[src/rtl/writeback_if.sv]
// writeback_if: MEM/WB stage inputs, data-memory response and register-file write port.
interface writeback_if #(
    parameter int DATA_W = 32,
    parameter int CNT_W  = 64
);
    logic              mem_valid;
    logic              mem_reg_write;
    logic [4:0]        mem_rd;
    logic [1:0]        mem_result_src;
    logic [2:0]        mem_funct3;
    logic [DATA_W-1:0] mem_alu_result;
    logic [DATA_W-1:0] mem_pc_plus4;
    logic              dmem_rvalid;
    logic [DATA_W-1:0] dmem_rdata;
    logic              wb_stall;
    logic              we3;
    logic [4:0]        Addr3;
    logic [DATA_W-1:0] wd3;
    logic [CNT_W-1:0]  instret;

    modport master (
        output mem_valid, mem_reg_write, mem_rd, mem_result_src, mem_funct3,
               mem_alu_result, mem_pc_plus4, dmem_rvalid, dmem_rdata,
        input  wb_stall, we3, Addr3, wd3, instret
    );

    modport slave (
        input  mem_valid, mem_reg_write, mem_rd, mem_result_src, mem_funct3,
               mem_alu_result, mem_pc_plus4, dmem_rvalid, dmem_rdata,
        output wb_stall, we3, Addr3, wd3, instret
    );
endinterface

[src/rtl/writeback_stage.sv]
// writeback_stage: MEM/WB register and load-wait sequencer driving the register-file write port.
module writeback_stage #(
    parameter int DATA_W = 32,
    parameter int CNT_W  = 64
) (
    input logic        clk,
    input logic        rst_n,
    writeback_if.slave wb
);
    typedef enum logic [1:0] {IDLE, EXEC, LWAIT} state_t;

    state_t            state_q, state_d;
    logic [4:0]        rd_q, rd_d;
    logic              reg_write_q, reg_write_d;
    logic [2:0]        funct3_q, funct3_d;
    logic [1:0]        addr_q, addr_d;
    logic [DATA_W-1:0] wd_q, wd_d, load_data;
    logic [CNT_W-1:0]  instret_q, instret_d;
    logic [7:0]        byte_v;
    logic [15:0]       half_v;

    always_comb begin
        byte_v    = wb.dmem_rdata[{addr_q, 3'b000} +: 8];
        half_v    = addr_q[1] ? wb.dmem_rdata[31:16] : wb.dmem_rdata[15:0];
        load_data = (funct3_q == 3'b000) ? {{(DATA_W-8){byte_v[7]}}, byte_v} :
                    (funct3_q == 3'b100) ? {{(DATA_W-8){1'b0}}, byte_v} :
                    (funct3_q == 3'b001) ? {{(DATA_W-16){half_v[15]}}, half_v} :
                    (funct3_q == 3'b101) ? {{(DATA_W-16){1'b0}}, half_v} :
                    wb.dmem_rdata;
        state_d     = state_q;
        rd_d        = rd_q;
        reg_write_d = reg_write_q;
        funct3_d    = funct3_q;
        addr_d      = addr_q;
        wd_d        = wd_q;
        instret_d   = instret_q + CNT_W'(state_q == EXEC);
        if (state_q == LWAIT) begin
            if (wb.dmem_rvalid) begin
                wd_d    = load_data;
                state_d = EXEC;
            end
        end else if (wb.mem_valid) begin
            rd_d        = wb.mem_rd;
            reg_write_d = wb.mem_reg_write;
            funct3_d    = wb.mem_funct3;
            addr_d      = wb.mem_alu_result[1:0];
            if (wb.mem_result_src == 2'b01) begin
                state_d = LWAIT;
            end else begin
                wd_d    = (wb.mem_result_src == 2'b10) ? wb.mem_pc_plus4 : wb.mem_alu_result;
                state_d = EXEC;
            end
        end else begin
            state_d = IDLE;
        end
    end

    always_ff @(posedge clk or negedge rst_n) begin
        if (!rst_n) begin
            state_q     <= IDLE;
            rd_q        <= '0;
            reg_write_q <= 1'b0;
            funct3_q    <= '0;
            addr_q      <= '0;
            wd_q        <= '0;
            instret_q   <= '0;
        end else begin
            state_q     <= state_d;
            rd_q        <= rd_d;
            reg_write_q <= reg_write_d;
            funct3_q    <= funct3_d;
            addr_q      <= addr_d;
            wd_q        <= wd_d;
            instret_q   <= instret_d;
        end
    end

    // Outputs are pure register decodes so wd3 is stable over the falling commit edge.
    assign wb.wb_stall = (state_q == LWAIT);
    assign wb.we3      = (state_q == EXEC) && reg_write_q && (rd_q != 5'd0);
    assign wb.Addr3    = rd_q;
    assign wb.wd3      = wd_q;
    assign wb.instret  = instret_q;
endmodule

[src/flat_wrapper.sv]
// flat-port wrapper written by rule: the top's interface ports become plain ports
module writeback_stage_flat 
#(
    parameter int DATA_W = 32,
    parameter int CNT_W  = 64
)
  (clk, rst_n, wb_mem_valid, wb_mem_reg_write, wb_mem_rd, wb_mem_result_src, wb_mem_funct3, wb_mem_alu_result, wb_mem_pc_plus4, wb_dmem_rvalid, wb_dmem_rdata, wb_wb_stall, wb_we3, wb_Addr3, wb_wd3, wb_instret);
  writeback_if #(.DATA_W(DATA_W), .CNT_W(CNT_W)) wb_i ();
  input logic clk;
  input logic rst_n;
  input wire logic [$bits(wb_i.mem_valid)-1:0] wb_mem_valid;
  input wire logic [$bits(wb_i.mem_reg_write)-1:0] wb_mem_reg_write;
  input wire logic [$bits(wb_i.mem_rd)-1:0] wb_mem_rd;
  input wire logic [$bits(wb_i.mem_result_src)-1:0] wb_mem_result_src;
  input wire logic [$bits(wb_i.mem_funct3)-1:0] wb_mem_funct3;
  input wire logic [$bits(wb_i.mem_alu_result)-1:0] wb_mem_alu_result;
  input wire logic [$bits(wb_i.mem_pc_plus4)-1:0] wb_mem_pc_plus4;
  input wire logic [$bits(wb_i.dmem_rvalid)-1:0] wb_dmem_rvalid;
  input wire logic [$bits(wb_i.dmem_rdata)-1:0] wb_dmem_rdata;
  output wire logic [$bits(wb_i.wb_stall)-1:0] wb_wb_stall;
  output wire logic [$bits(wb_i.we3)-1:0] wb_we3;
  output wire logic [$bits(wb_i.Addr3)-1:0] wb_Addr3;
  output wire logic [$bits(wb_i.wd3)-1:0] wb_wd3;
  output wire logic [$bits(wb_i.instret)-1:0] wb_instret;
  assign wb_i.mem_valid = wb_mem_valid;
  assign wb_i.mem_reg_write = wb_mem_reg_write;
  assign wb_i.mem_rd = wb_mem_rd;
  assign wb_i.mem_result_src = wb_mem_result_src;
  assign wb_i.mem_funct3 = wb_mem_funct3;
  assign wb_i.mem_alu_result = wb_mem_alu_result;
  assign wb_i.mem_pc_plus4 = wb_mem_pc_plus4;
  assign wb_i.dmem_rvalid = wb_dmem_rvalid;
  assign wb_i.dmem_rdata = wb_dmem_rdata;
  assign wb_wb_stall = wb_i.wb_stall;
  assign wb_we3 = wb_i.we3;
  assign wb_Addr3 = wb_i.Addr3;
  assign wb_wd3 = wb_i.wd3;
  assign wb_instret = wb_i.instret;
  writeback_stage #(.DATA_W(DATA_W), .CNT_W(CNT_W)) u_core (.clk(clk), .rst_n(rst_n), .wb(wb_i));
endmodule
[config.mk]
export PLATFORM = sky130hd
export DESIGN_NAME = writeback_stage_flat
export DESIGN_NICKNAME = d
export VERILOG_FILES = /design/src/rtl/writeback_if.sv /design/src/rtl/writeback_stage.sv /design/src/flat_wrapper.sv
export SDC_FILE = /design/constraint.sdc
export NUM_CORES = 1
export LEC_CHECK = 0
export ABC_AREA = 1
export CORE_ASPECT_RATIO = 1.2
export CORE_MARGIN = 2
export CORE_UTILIZATION = 53
export CTS_BUF_LIST = sky130_fd_sc_hd__clkbuf_8
export CTS_CLUSTER_SIZE = 8
export DETAILED_ROUTE_END_ITERATION = 8
export PLACE_DENSITY = 0.9
export SLEW_MARGIN = 0
export SYNTH_ARGS = -nofsm -noshare
export SYNTH_HDL_FRONTEND = slang
export SYNTH_SLANG_ARGS = --single-unit
[constraint.sdc]
create_clock -name clk -period 4.02 [get_ports clk]
set_input_delay 0.804 -clock clk [delete_from_list [all_inputs] [get_ports clk]]
set_output_delay 0.804 -clock clk [all_outputs]
set_load 0.02 [all_outputs]
---- Word level (Yosys, flattened, before mapping) ----
Index checks and enable logic that the tools add are counted.
word-level totals
  output and inout bits ................... 103
  bits of input ports ..................... 111
  logic and storage cells ................. 40
  flip-flop bits (word level) ............. 109
operators by class
  add/subtract/negate cells ............... 1
  shift-type cells ........................ 1
  bitwise gates (word level) .............. 1
  eq/ne operators ......................... 9
  muxes and demuxes ....................... 14
  reductions and logical operators ........ 7
operator list
  kind                count
  $mux 32             9
  $add 64x1->64       1
  $shiftx 32x6->8     1
  $mux 16             1
  $mux 2              4
  $eq 3x3->1 const B  2
  $reduce_bool 5->1   1
  $eq 2x1->1 const B  2
  $eq 2x2->1 const B  2
  $ne 2x2->1 const B  2
  $eq 3x1->1 const B  1
  $logic_not 3->1     1
  $reduce_and 3->1    1
  $logic_and 1x1->1   2
  $reduce_and 2->1    1
  $reduce_bool 2->1   1
  $not 1->1           1

---- Depth between registers and ports, before layout ----
Gate-level depths: netlist (run 1).
  word-level depth ........................ 7
  depth in mapped cells ................... 12
  depth with buffers taken out ............ 12

---- Worst setup path before layout (run 1) ----
Ideal clock, no wire load.
  path type ............................... reg2reg
  from .................................... register u_core.state_q[0]
  to ...................................... register u_core.instret_q[32], in the netlist u_core.wb.instret[32]
  period minus slack after synthesis ...... 1995 ps
  setup time .............................. 130 ps
  path buffers ............................ 0
  arrival ................................. 1865 ps
  required time ........................... 3890 ps
  path slack .............................. 2025 ps
  cell stages (with the launch flop) ...... 11
  cell sequence ........................... dfrtp_1 inv_1 nor2_1 ha_1 ha_1 inv_2 nor2_4 nand2_1 nor2_1 nand2_1 xnor2_1
on the way
  longest elaborated chain between the ends .. 2
ends and longest elaborated chain
  what                      line                   RTL
  start, declared           writeback_stage.sv:12  state_t state_q, state_d;
  start signal, assigned    writeback_stage.sv:68  state_q <= state_d;
  $eq 2x1->1                writeback_stage.sv:36  instret_d = instret_q + CNT_W'(state_q == EXEC);
  $add 64x1->64             writeback_stage.sv:36
  via u_core.instret_d[32]  writeback_stage.sv:18  logic [CNT_W-1:0] instret_q, instret_d;
  end signal, assigned      writeback_stage.sv:74  instret_q <= instret_d;
  end, declared             writeback_stage.sv:18
The timed path passes the listed nets, and every way through them passes these cells.
A chain may end at the register's enable or synchronous reset.

---- Final worst setup path (run 1) ----
  from .................................... register u_core.state_q[0]
  to ...................................... output port wb_wb_stall
on the way
  longest elaborated chain between the ends .. 1
ends and longest elaborated chain
  what           line                   RTL
  $eq 2x2->1     writeback_stage.sv:79  assign wb.wb_stall = (state_q == LWAIT);
  end, declared  flat_wrapper.sv:20     output wire logic [$bits(wb_i.wb_stall)-1:0] wb_wb_stall;
Every way passes these cells.

==> flow_summary.yaml, run 1 <==
status:
  outcome: "finished, final reports clean"
yosys:
  yosys_warnings: 0
  synth.largest_area_cell: "dfrtp_1"
  yosysTopAreaCellShare: 0.392
  synth_cells: 1094
  synth_area_per_cell_sq_um: 6.36
  yosysSeqAreaShare: 0.392
  syn_area_sq_um: 6950
  syn_nets: 1207
  synthDistinctLibCells: 26
  ys_ff_latch: 109
  synth_area_leaders: "dfrtp_1 39%, nand2_1 26%, nor2_1 8.3%"
finish:
  layout_common_cells: "482 x nand2_1, 212 x clkdlybuf4s50_1, 152 x nor2_1, 109 x dfrtp_1, 105 x nand3_1"
  area.growth.synth_to_final_pct: 35.1
  nets: 1406
  layout-drive-gt1-share: 0.0324
  fillers: 1065
  antennaDiodeCount: 0
  final_common_cell: "nand2_1"
  multi_input_area_sq_um: 3720
  regArea_sq_um: 2730
setup_path:
  slowest_stage: "clkdlybuf4s50_1"
  worst-setup-path-type: "reg2out"
  worstReg2RegEnd: "u_core.wb.instret[62]"
  worstSetupEndpointType: "output pin"
  reg2regPathDepth: 11
  rrSetupSlack_ps: 1480
  cpPeakStageDelay_ps: 730
  r2r-start: "u_core.state_q[0]"
  cp_max_fo: 21
  required_ps: 3220
  arrival_ps: 2080
  path_cells: "nor2_4 -> clkdlybuf4s50_1"
  setup.worst_path.end: "wb_wb_stall"
  worstSetupStartpoint: "u_core.state_q[0]"
  cp-start-kind: "flip-flop"
min_path:
  hold_class: "in2async"
power_and_ir_drop:
  totalPowerFinal_mw: 2.98
  peakVddDrop_v: 0.000273
  p_per_area_nw_per_um2: 318
  cellLeakagePower_nw: 4.26
cts:
  clockBufferDepth: 2
  clkLatencyLatePin_ps: 400
  clock-sinks: 109
  cts_root_buffer: "clkbuf_8"
  post-cts-setup-buffers: 0
  cts_tree: "done"
  cts-buffers-inserted: 9
  clk_transition_reported_paths_ps: 120
  cts_resized: 0
  htreeDepth: 3
  cts_hold_buf: 0
route:
  wl_mm: 24.0
  ant_nets: 0
  drc: 0
  drt_iter0_markers: 584
  drtPass1Iterations: 5
  highest_layer: "met4"
  avgRoutedWirePerCell_um: 16.4
  met2_length_mm: 11.9
  drt-met1-wl_mm: 8.91
  vias_per_cell: 5.39
  vias: 7876
  wl_met3_mm: 1.58
die:
  rows: 45
  io_pins: 214
  coreArea_sq_um: 12700
  die_h_um: 129
  dieArea_sq_um: 14100
  die_x_um: 109
  initial_core_util: 0.547
global_route:
  grt_max_degree: 62
  antenna_found_initial: 0
  grt-ovfl-total: 0
  grt_pass1_wl_mm: 38.1
  grt_pass1_vias: 7609
  track_usage: 0.355
sta:
  skew_ps: 13.9
  report.final.slew_viol_count: 0
  fin_crit_sh: 0.718
  relSlewSlack: 0.275
  hold_viol: 0
  rsz0062_at_grt: "no"
  fin_tns_setup_ps: 0
  fmax_mhz: 347
  worst_slew_pin_slew_ps: 1090
  min_period_ps: 2890
  finalSetupViolCount: 0
place:
  gp_congestion: 1.00
  numPortBuffers: 213
  hpwl_mm: 19.1
flow_run:
  max_cap_viol_count: 0
==> state kept, by name (all words and copies together) (netlist names) <==
name	flops
u_core.state_q	2
u_core.funct3_q	3
u_core.reg_write_q	1
u_core.addr_q	2
u_core.wb.instret	64
u_core.wb.wd3	32
u_core.wb.Addr3	5
==> worst min-delay path by stage <==
stage | to | cells after the start
2_1_floorplan | u_core.reg_write_q | 2
3_3_place_gp | u_core.reg_write_q | 2
3_5_place_dp | u_core.reg_write_q | 2
4_1_cts | u_core.wb.instret[9] | 1
5_1_grt | u_core.wb.wd3[27] | 2
6_report | u_core.wb.instret[3] | 1
==> cell usage after synthesis, drive strengths merged <==
master,n
nand4,17
buf,16
o21ai,21
nand3,105
nand2,485
a21oi,24
ha,2
xor2,11
o22ai,1
nor3,1
inv,96
xnor2,20
clkbuf,15
dfrtp,109
o211ai,9
nor2,162
==> worst max-delay path, delay by kind of cell, from the launching register on <==
family,cells,cell delay [ps]
buffers and inverters,1,730
AND/OR/NAND/NOR,1,510
flip-flops,1,430
==> kinds of logic after synthesis <==
group / synth area share
xor gates and xnor gates: 0.0390
and+or+nand+nor: 0.449
buffers and inverters: 0.0729
DFF: 0.392
AOI/OAI and AO/OA: 0.0435
adders and majority gates: 0.00360
==> where the power goes <==
group	switching [mW]	internal [mW]	total (mW)
Clock	0.427	0.298	0.725
Combinational	0.524	0.418	0.942
Sequential	0.105	1.21	1.32
==> through the flow <==
| stage | cell area (sq um) | hold WS [ps] | util | setup WS, ps | instances |
|---|---|---|---|---|---|
| 4_1_cts | 9390 | 488 | 0.738 | 1130 | 1462 |
| 3_3_place_gp | 9190 | 460 | 0.722 | 1410 | 1446 |
| 3_5_place_dp | 9190 | 465 | 0.722 | 1320 | 1446 |
| 2_1_floorplan | 6950 | 443 | - | 2020 | 1094 |
| 5_1_grt | 9390 | 515 | 0.738 | 1050 | 1462 |
| 6_report | 9390 | 454 | 0.738 | 1130 | 1462 |
==> final cells by class <==
cell class,instances,share of cell area
multi-input cells,858,0.396
inverters,96,0.0384
repair buffers,219,0.231
flip-flops and latches,109,0.290
clock buffers,9,0.0132
well taps,164,0.0218
clock inverters,7,0.00852
==> per-layer routing <==
layer / vias to the layer above / GRT usage
met5: - / 0
li1: 3799 / -
met3: 81 / 0.0438
met1: 3595 / 0.415
met4: 0 / 0.235
met2: 401 / 0.607
Note: power is estimated with default switching activity, not from simulation.
==> run 2, diff against run 1 <==
CORE_UTILIZATION = 49   (was 53)
PLACE_DENSITY = 0.84   (was 0.9)
clock period = 2.86 ns   (was 4.02 ns; I/O delays follow)
==> run 2 against run 1 <==
  * Die area up 7.9%
  * Combinational power rose by 42%
  * Register-to-register slack got worse by 1100 ps
  * Cell count up 0.96%
  * Worst hold slack got worse by 340 ps
  * Worst setup slack worse by 730 ps
  * First-iteration DRC count is 2.6% higher
  * Clock skew shrank 0.65 ps
  * Critical path depth is 9 higher
  * Sequential share of layout area down 0.23 points
  * Global-route usage is 4.4 points lower
  * Utilization fell by 5.3 points
  * Critical endpoint is now u_core.wb.instret[60]
==> flow_summary.yaml, run 2 (same netlist as run 1, synthesis figures left out) <==
cts:
  clockBufferDepth: 2
  cts_root_buffer: "clkbuf_8"
  cts_tree: "done"
  post-cts-setup-buffers: 0
  cts_hold_buf: 0
  clkLatencyLatePin_ps: 380
  clk_transition_reported_paths_ps: 120
  clock-sinks: 109
  cts_resized: 0
  cts-buffers-inserted: 9
  htreeDepth: 3
die:
  rows: 47
  initial_core_util: 0.503
  die_x_um: 113
  die_h_um: 135
  coreArea_sq_um: 13800
  dieArea_sq_um: 15200
  io_pins: 214
setup_path:
  r2r-start: "u_core.state_q[0]"
  worstSetupEndpointType: "flip-flop"
  cp-start-kind: "flip-flop"
  required_ps: 3130
  worstSetupStartpoint: "u_core.state_q[0]"
  arrival_ps: 2730
  cpPeakStageDelay_ps: 410
  cp_max_fo: 7
  path_cells: "inv_1 -> nor2_1 -> ha_1 -> ha_1 -> inv_2 -> nor2_4 -> inv_2 -> nor2_2 -> nand2_1 -> o21ai_1 -> nand2_1"
  slowest_stage: "dfrtp_1"
  worst-setup-path-type: "reg2reg"
route:
  vias: 7776
  wl_mm: 23.4
  drc: 0
  avgRoutedWirePerCell_um: 15.8
  drtPass1Iterations: 5
  drt_iter0_markers: 599
  ant_nets: 0
  vias_per_cell: 5.27
sta:
  finalSetupViolCount: 0
  min_period_ps: 2460
  fin_tns_setup_ps: 0
  hold_viol: 0
  worst_slew_pin_slew_ps: 1120
  fmax_mhz: 407
  relSlewSlack: 0.255
  report.final.slew_viol_count: 0
  fin_crit_sh: 0.860
  skew_ps: 13.3
  rsz0062_at_grt: "no"
power_and_ir_drop:
  cellLeakagePower_nw: 4.30
  peakVddDrop_v: 0.000292
  p_per_area_nw_per_um2: 442
place:
  hpwl_mm: 18.5
  gp_congestion: 1.02
  numPortBuffers: 213
  place_area_sq_um: 9260
  dp_cells: 1460
finish:
  layout-drive-gt1-share: 0.0383
  fin_area_sq_um: 9470
  nets: 1413
  layout_common_cells: "482 x nand2_1, 212 x clkdlybuf4s50_1, 152 x nor2_1, 109 x dfrtp_1, 105 x nand3_1"
  final_common_cell: "nand2_1"
  fin_util: 0.685
  largest_register_ffs: 64
  antennaDiodeCount: 0
  stdcell_count: 1476
  area.growth.synth_to_final_pct: 36.2
flow_run:
  max_cap_viol_count: 0
status:
  outcome: "finished, final reports clean"
global_route:
  grt_pass1_vias: 7428
  track_usage: 0.311
  grt_pass1_wl_mm: 37.2
  grt-ovfl-total: 0
  antenna_found_initial: 0
  grt_max_degree: 56
min_path:
  hold_class: "in2async"
-- run 2: cell types whose count changed in the layout (fill, tap and decap cells not counted) --
cell	change
clkinv_8	+1
inv_8	-1
buf_12	+1
inv_1	-1
inv_6	+1
buf_4	+6
clkinv_2	+2
clkinv_4	-2
-- run 2: power breakdown --
| part | internal, mW | leakage, nW | switching [mW] |
|---|---|---|---|
| clock network | 0.420 | 0.107 | 0.588 |
| logic | 0.601 | 2.75 | 0.742 |
| registers | 1.70 | 1.44 | 0.132 |
| total | 2.72 | 4.30 | 1.46 |
-- run 2: layout make-up --
type | count | area (sq um)
well taps | 171 | 214
multi-input cells | 858 | 3720
clock inverters | 7 | 82.6
fillers | 1200 | 4350
repair buffers | 226 | 2240
flip-flops and latches | 109 | 2730
inverters | 96 | 360
clock buffers | 9 | 124
-- run 2: critical path: cells and delay by family, from the launching register on --
family,cells,cell delay (ps)
flops,1,410
simple gates,5,900
fa+ha+maj,2,690
buf+inv,3,180
compound gates,1,160
-- run 2: metrics by stage --
stage | power [mW] | hold slack [ps] | worst slack (ps)
after floorplan | 2.54 | 276 | 865
after global placement | 3.18 | 457 | 472
after detailed placement | 3.20 | 465 | 413
after CTS | 4.21 | 100 | 401
after global routing | 4.40 | 111 | 245
final | 4.18 | 110 | 400
-- run 2: final timing paths --
check	to	slack [ps]	cells past startpoint
max	u_core.wb.instret[60]	400	11
min	u_core.wb.instret[11]	110	1
min in group clk	u_core.wb.wd3[10]	490	2
min reg2reg	u_core.wb.wd3[10]	490	2
max reg2reg	u_core.wb.instret[60]	400	11
max in group asynchronous	u_core.wb.instret[30]	2040	2
-- run 2: per-layer routing --
metal / vias up / wire length [um] / GRT usage / share of wire
met3: 56 / 1640 / 0.0534 / 0.070
met4: 0 / 1090 / 0.148 / 0.047
met2: 370 / 12000 / 0.553 / 0.51
met5: - / 0 / 0 / 0
li1: 3824 / - / - / -
met1: 3526 / 8660 / 0.362 / 0.37
==> run 3, diff against run 2 <==
GPL_ROUTABILITY_DRIVEN = 1   (was not set)
SETUP_SLACK_MARGIN = 0.4   (was not set)
==> run 3 against run 2 <==
  * Clock skew is 0.88 ps higher
  * Register-to-register slack better by 140 ps
  * Non-clock buffer count stayed put
  * Total power is 0.14% higher
  * Final area is 0.11% higher
  * Combinational power hardly changed
  * Sequential power hardly changed
  * Wire length is 0.12% lower
  * Sequential share of layout area hardly changed
  * Fmax is 6.1% higher
  * Via count hardly changed
  * Die area stayed put
==> flow_summary.yaml, run 3 (same netlist as run 1, synthesis figures left out) <==
status:
  outcome: "finished, final reports clean"
sta:
  fin_crit_sh: 0.811
  finalSetupViolCount: 0
  skew_ps: 14.1
  layout_setup_ws_ps: 541
  report.final.slew_viol_count: 0
  fin_tns_setup_ps: 0
  relSlewSlack: 0.273
  worst_slew_pin_slew_ps: 1090
  min_period_ps: 2320
  fmax_mhz: 431
  hold_viol: 0
  rsz0062_at_grt: "no"
route:
  drtPass1Iterations: 8
  ant_nets: 0
  vias: 7781
  drc: 0
  drt_iter0_markers: 637
  vias_per_cell: 5.27
  wl_mm: 23.3
  avgRoutedWirePerCell_um: 15.8
die:
  io_pins: 214
  die_x_um: 113
  rows: 47
  initial_core_util: 0.503
  dieArea_sq_um: 15200
  die_h_um: 135
  coreArea_sq_um: 13800
global_route:
  grt_pass1_vias: 7428
  track_usage: 0.311
  grt_pass1_wl_mm: 37.2
  antenna_found_initial: 0
  grt-ovfl-total: 0
  grt_max_degree: 56
place:
  preCtsSetupSlack_ps: 413
  hpwl_mm: 18.5
  gp_congestion: 1.02
  numPortBuffers: 213
power_and_ir_drop:
  combPwrFrac: 0.321
  p_sw_mw: 1.46
  clkPwrFrac: 0.241
  p_per_area_nw_per_um2: 442
  p_int_mw: 2.73
  cellLeakagePower_nw: 4.29
  netSwitchingFraction: 0.350
  peakVddDrop_v: 0.000292
  seqPwrFrac: 0.438
finish:
  multi_input_area_sq_um: 3730
  antennaDiodeCount: 0
  layout-drive-gt1-share: 0.0406
  area.growth.synth_to_final_pct: 36.3
  fillers: 1196
  final_common_cell: "nand2_1"
  layout_common_cells: "482 x nand2_1, 212 x clkdlybuf4s50_1, 152 x nor2_1, 109 x dfrtp_1, 105 x nand3_1"
  largest_register_ffs: 64
  nets: 1413
  regArea_sq_um: 2730
cts:
  cts_hold_buf: 0
  clkLatencyLatePin_ps: 380
  cts_resized: 0
  clk_transition_reported_paths_ps: 120
  post-cts-setup-buffers: 0
  cts_root_buffer: "clkbuf_8"
  htreeDepth: 3
  cts-buffers-inserted: 9
  clock-sinks: 109
  clockBufferDepth: 2
  cts_tree: "done"
setup_path:
  required_ps: 3130
  cp-start-kind: "flip-flop"
  worst-setup-path-type: "reg2reg"
  rrSetupSlack_ps: 540
  cp_max_fo: 7
  worstSetupEndpointType: "flip-flop"
  arrival_ps: 2590
min_path:
  hold_class: "in2async"
flow_run:
  max_cap_viol_count: 0
-- run 3: final cells by class --
type | count | share of cell area
multi-input combinational | 858 | 0.394
sequential | 109 | 0.288
timing repair buffer | 226 | 0.236
inverter | 96 | 0.0380
tap | 171 | 0.0226
clock buffer | 9 | 0.0131
clock inverter | 7 | 0.00871
-- run 3: layer usage --
layer	global-route usage	part of all wire
met1	0.362	0.37
met2	0.553	0.51
met3	0.0534	0.068
met4	0.148	0.046
met5	0	0
-- run 3: final timing paths --
path                            depth (start not counted)                     to              start
worst max register to register                         11  u_core.wb.instret[62]  u_core.state_q[0]
worst max-delay path                                   11  u_core.wb.instret[62]  u_core.state_q[0]
worst min-delay path                                    1  u_core.wb.instret[11]              rst_n
max in group asynchronous                               2  u_core.wb.instret[30]              rst_n
worst min register to register                          2      u_core.wb.wd3[10]  u_core.wb.wd3[10]
min in group clk                                        2      u_core.wb.wd3[10]  u_core.wb.wd3[10]
-- run 3: worst max-delay path: stages (launching register included) --
cell and delay (ps):
dfrtp_1 410, inv_1 50, nor2_1 150, ha_2 300, ha_2 270, inv_2 70
nor2_4 200, nand2_2 120, nor2_2 260, nand2_1 170, o21ai_1 160, nand2_1 60
-- run 3: power groups by stage --
stage / clock, mW / sequential (mW) / combinational [mW]
detailed placement: 0 / 1.86 / 1.35
global placement: 0 / 1.85 / 1.33
floorplan: 0 / 2.02 / 0.520
CTS: 1.03 / 1.83 / 1.35
global route: 1.09 / 1.86 / 1.46
finish: 1.01 / 1.83 / 1.34
-- run 3: per-stage QoR --
step / hold WS [ps] / area [sq um] / instances / total power [mW] / util
final: 110 / 9480 / 1476 / 4.19 / 0.686
after global routing: 111 / 9480 / 1476 / 4.41 / 0.686
after CTS: 100 / 9470 / 1476 / 4.21 / 0.685
after detailed placement: 465 / 9260 / 1460 / 3.20 / 0.670
after global placement: 457 / 9260 / 1460 / 3.18 / 0.670
after floorplan: 276 / 6950 / 1094 / 2.54 / -
